==> src/rtl/serial_subtractor_pkg.sv <==
// Shared definitions for the bit-serial subtractor: FSM states and counter sizing.
package serial_subtractor_pkg;

  typedef enum logic [1:0] {
    ST_IDLE  = 2'd0,
    ST_SHIFT = 2'd1,
    ST_DONE  = 2'd2
  } state_t;

  // Bit counter width; never below one bit so WIDTH=2 still has a counter.
  function automatic int unsigned cnt_width(input int unsigned w);
    return (w <= 2) ? 1 : $clog2(w);
  endfunction

endpackage

==> src/rtl/serial_subtractor_fs.sv <==
// Gate-level full subtractor cell: d = x - y - bin with borrow out.
module full_subtractor (
  input  logic x,
  input  logic y,
  input  logic bin,
  output logic d,
  output logic bout
);

  logic x_xor_y;

  assign x_xor_y = x ^ y;
  assign d       = x_xor_y ^ bin;
  assign bout    = (~x & y) | (~x_xor_y & bin);

endmodule

==> src/rtl/serial_subtractor.sv <==
// Bit-serial WIDTH-bit subtractor, LSB first, with start/busy/done framing.
module serial_subtractor
  import serial_subtractor_pkg::*;
#(
  parameter int unsigned WIDTH = 8
) (
  input  logic             clk,
  input  logic             rst,
  input  logic             start,
  input  logic [WIDTH-1:0] a,
  input  logic [WIDTH-1:0] b,
  input  logic             bin,
  output logic             busy,
  output logic             done,
  output logic [WIDTH-1:0] diff,
  output logic             bout
);

  localparam int unsigned     CW   = cnt_width(WIDTH);
  localparam logic [CW-1:0]   LAST = CW'(WIDTH - 1);

  state_t           state_q;
  logic [WIDTH-1:0] sa_q;
  logic [WIDTH-1:0] sb_q;
  logic [WIDTH-1:0] diff_q;
  logic [CW-1:0]    cnt_q;
  logic             br_q;
  logic             bout_q;
  logic             done_q;
  logic             d_bit;
  logic             br_d;

  full_subtractor u_fs (
    .x    (sa_q[0]),
    .y    (sb_q[0]),
    .bin  (br_q),
    .d    (d_bit),
    .bout (br_d)
  );

  always_ff @(posedge clk or posedge rst) begin
    if (rst) begin
      state_q <= ST_IDLE;
      sa_q    <= '0;
      sb_q    <= '0;
      diff_q  <= '0;
      cnt_q   <= '0;
      br_q    <= 1'b0;
      bout_q  <= 1'b0;
      done_q  <= 1'b0;
    end else begin
      case (state_q)
        ST_IDLE, ST_DONE: begin
          // DONE accepts start like IDLE so operations can run back-to-back.
          done_q <= 1'b0;
          if (start) begin
            sa_q    <= a;
            sb_q    <= b;
            br_q    <= bin;
            cnt_q   <= '0;
            state_q <= ST_SHIFT;
          end else begin
            state_q <= ST_IDLE;
          end
        end
        ST_SHIFT: begin
          diff_q <= {d_bit, diff_q[WIDTH-1:1]};
          sa_q   <= sa_q >> 1;
          sb_q   <= sb_q >> 1;
          br_q   <= br_d;
          cnt_q  <= cnt_q + CW'(1);
          if (cnt_q == LAST) begin
            bout_q  <= br_d;
            done_q  <= 1'b1;
            state_q <= ST_DONE;
          end
        end
        default: state_q <= ST_IDLE;
      endcase
    end
  end

  assign busy = (state_q == ST_SHIFT);
  assign done = done_q;
  assign diff = diff_q;
  assign bout = bout_q;

endmodule

==> config.mk <==
export PLATFORM = sky130hd
export DESIGN_NAME = serial_subtractor
export DESIGN_NICKNAME = d
export VERILOG_FILES = /design/src/rtl/serial_subtractor_pkg.sv /design/src/rtl/serial_subtractor_fs.sv /design/src/rtl/serial_subtractor.sv
export SDC_FILE = /design/constraint.sdc
export NUM_CORES = 1
export LEC_CHECK = 0
export BUFFER_PORTS_ARGS = -buffer_cell sky130_fd_sc_hd__buf_2
export CAP_MARGIN = 10
export CORE_ASPECT_RATIO = 1.2
export CORE_MARGIN = 4
export CORE_UTILIZATION = 45
export DETAILED_ROUTE_END_ITERATION = 10
export HOLD_SLACK_MARGIN = 0.1
export PLACE_DENSITY = 0.74
export SYNTH_ARGS = -nofsm -noshare
export SYNTH_HDL_FRONTEND = slang
export SYNTH_SLANG_ARGS = --single-unit
export TNS_END_PERCENT = 5
==> constraint.sdc <==
create_clock -name clk -period 3.1 [get_ports clk]
set_input_delay 0.155 -clock clk [delete_from_list [all_inputs] [get_ports clk]]
set_output_delay 0.155 -clock clk [all_outputs]
set_load 0.005 [all_outputs]
==> results_dict.tcl <==
set metrics [dict create \
    yosys_warnings 0 \
    hold_slack_ns 0.116 \
    grt_pass1_wl_mm 5.15 \
    path_max_fanout 26 \
    drt-total-wl_mm 2.92 \
    synth-xor-area-share_pct 0 \
    critPathTopFamily "flip-flops" \
    coreArea_um2 3140 \
    cts_root_buf "clkbuf_4" \
    viasPerCell 5.30 \
    power.density_nw_per_um2 913 \
    yosysMostFrequentCell "dfrtp_1" \
    die_h_um 71.4 \
    area_delta_synth_final_pct 17.9 \
    drc 0 \
    cp-end-kind "output port" \
    clk_pin_slew_worst_paths_ns 0.09 \
    boundaryPins 31 \
    min_path_type "primary input to flop" \
    syn_inst 148 \
    hold_path_depth 3 \
    insertion_delay_ns 0.32 \
    startpoint_type "flop" \
    synth_compound_area_share_pct 13.6 \
    grt_max_degree 33 \
    synth_seq_cells 32 \
    maxCapViolations 0 \
    num_antenna_cells 0 \
    synth_ff_type "dfrtp_1" \
    period_minus_slack_ns 2.38 \
    antenna_found_initial 0 \
    drive_above_1_share_pct 22.8 \
    hold_viol_final 0 \
    tightest_slew_ns 0.727 \
    yosys-top-cells-area "dfrtp_1 (53%), nand2_1 (6.2%), mux2i_1 (6.0%)" \
    grt_setup_unrepaired "false" \
    path_cells "nand2b_1 > inv_4 > buf_2" \
    fin_skew_ns 0.00552 \
    path_class "flop to output port" \
    arrival_ns 2.22 \
    drt_pass1_iterations 4 \
    die_w_um 60.8 \
    power_leakage_nw 0.841 \
    avgSynthCellArea_um2 10.2 \
    gr-total-overflow 0 \
    drtAntennaViolNets 0 \
    dieArea_um2 4340 \
    outcome "finished, final reports clean" \
    pre_cts_ws_ns 0.974 \
    yosysUniqueCellTypes 27 \
    portBuffers 30 \
    cts_tree "done" \
    grt_use_total_pct 15.5 \
    setup_ws_ns 0.721 \
    gp_congestion 0.719 \
    vias 1165 \
    finalSetupTns_ns 0 \
    hpwlAfterDp_mm 1.99 \
    yosysTopAreaCell "dfrtp_1" \
    ys_async_sr_fraction_pct 100 \
    ys_top_cells_by_count "dfrtp_1 (32), nand2_1 (25), a21oi_1 (11)" \
    critPathBufInv 2 \
    netlist.area_leader.share_pct 53.2 \
    holdPathEnd "sa_q[6]" \
    yosysSeqAreaShare_pct 53.2 \
    synthMuxAreaShare_pct 7.48 \
    max_stage_delay_ns 0.82 \
    r2r-end "cnt_q[1]" \
    clkSinkCount 32 \
    crit_required_ns 2.94 \
    synth_top_family_by_area "simple AND/OR/NAND/NOR gates" \
    finalCritPeriodShare_pct 76.7 \
    post-route-util_pct 56.5 \
    timing.rr.start "state_q[0]" \
    rrSetupSlack_ns 0.97 \
    num-fill-cells 301 \
    slew-limit-headroom_pct 51.5 \
    slew_viol_final 0 \
    synth_edf_count 0 \
    cp.depth 3 \
    synthesis.nets 171 \
    htreeDepth 2 \
    slowest_stage "dfrtp_1" \
    numCtsBuffers 5 \
    wl_per_cell_um 13.3 \
    row_count 22 \
    hold_start "a[6]" \
    final-setup-viol-count 0 \
    fmax_mhz 420 \
    nets 207 \
    synth-simple-area-share_pct 16.9 \
    fin_total_pwr_mw 1.62 \
    reg2reg_depth 4 \
    yosys.area_share.adder_pct 2.99 \
    start_util_pct 48.0 \
    synth_area_um2 1510 \
    clk_path_buf_depth 2 \
    drtIter0Drc 42 \
    grt_pass1_vias 1179 \
    peakVddDrop_mv 0.514 \
]
cells in the final DEF, fill, tap and decap left out, types with 2 or more instances in the layout:
| master | instances |
|---|---|
| a22o_1 | 2 |
| dfrtp_1 | 32 |
| buf_2 | 30 |
| nand2b_1 | 2 |
| inv_1 | 3 |
| nor2_1 | 7 |
| mux2i_1 | 9 |
| dlygate4sd3_1 | 9 |
| nand2_1 | 25 |
| mux2_2 | 2 |
| ha_1 | 2 |
| o21ai_0 | 4 |
| nor2b_1 | 10 |
| nor3_1 | 4 |
| a21oi_1 | 11 |
| o22ai_1 | 6 |
| nand3_1 | 4 |
| clkbuf_4 | 5 |
| a211oi_1 | 8 |
cells by family (layout without fill, tap and decap cells):
| group | after synthesis | in the layout |
|---|---|---|
| compound gates | 33 | 33 |
| fa+ha+maj | 3 | 3 |
| buf+inv | 15 | 51 |
| flops | 32 | 32 |
| mux | 11 | 11 |
| simple gates | 54 | 54 |
sequential cells by signal, indices dropped and copies added (netlist names):
signal,cells
sb_q,8
done,1
sa_q,8
diff,8
br_q,1
state_q,2
cnt_q,3
bout,1
metal layers:
layer	up-vias	global-route usage [%]	part of all wire [%]
met3	8	5.41	6.5
met4	0	6.02	2.1
met2	30	25.0	50
li1	583	-	-
met1	544	18.6	41
met5	-	0	0
how the worst max path moves through the flow:
stage | from | to | slack [ns]
CTS | state_q[0] | busy | 0.71
global route | state_q[0] | busy | 0.49
detailed placement | state_q[0] | cnt_q[1] | 0.97
floorplan | cnt_q[0] | cnt_q[2] | 1.70
finish | state_q[0] | busy | 0.72
global placement | state_q[0] | cnt_q[1] | 1.06
report_power, final:
part | internal [mW] | total [mW] | switching, mW | leakage (nW)
clock | 0.0834 | 0.216 | 0.133 | 0.0281
sequential | 0.612 | 0.777 | 0.166 | 0.390
combinational | 0.306 | 0.626 | 0.320 | 0.422
per-stage QoR:
stage | cells | cell area (um2)
2_1_floorplan | 148 | 1510
3_3_place_gp | 204 | 1640
3_5_place_dp | 204 | 1640
4_1_cts | 220 | 1770
5_1_grt | 220 | 1770
6_report | 220 | 1770
layout make-up:
class                   count  area, um2  share of cell area [%]
repair buffers             40        248                    14.0
well taps                  36       45.0                    2.54
clock inverters             1       5.00                   0.282
inverters                   4       17.5                   0.987
multi-input cells         101        617                    34.8
clock buffers               6       41.3                    2.33
flip-flops and latches     32        801                    45.1
worst reg2reg max path: stages, from the launching register on:
cell      delay [ns]
dfrtp_1         0.82
nand2b_1        0.57
inv_4           0.35
nor2_1          0.10
a22o_1          0.20
repair_timing:
action                                 CTS  global route
hold buffers                             9             0
endpoints found under the hold margin   40             0
buffers inserted                         0             0
gates resized for setup                  0             0
Power figures use the tool's default switching activity.
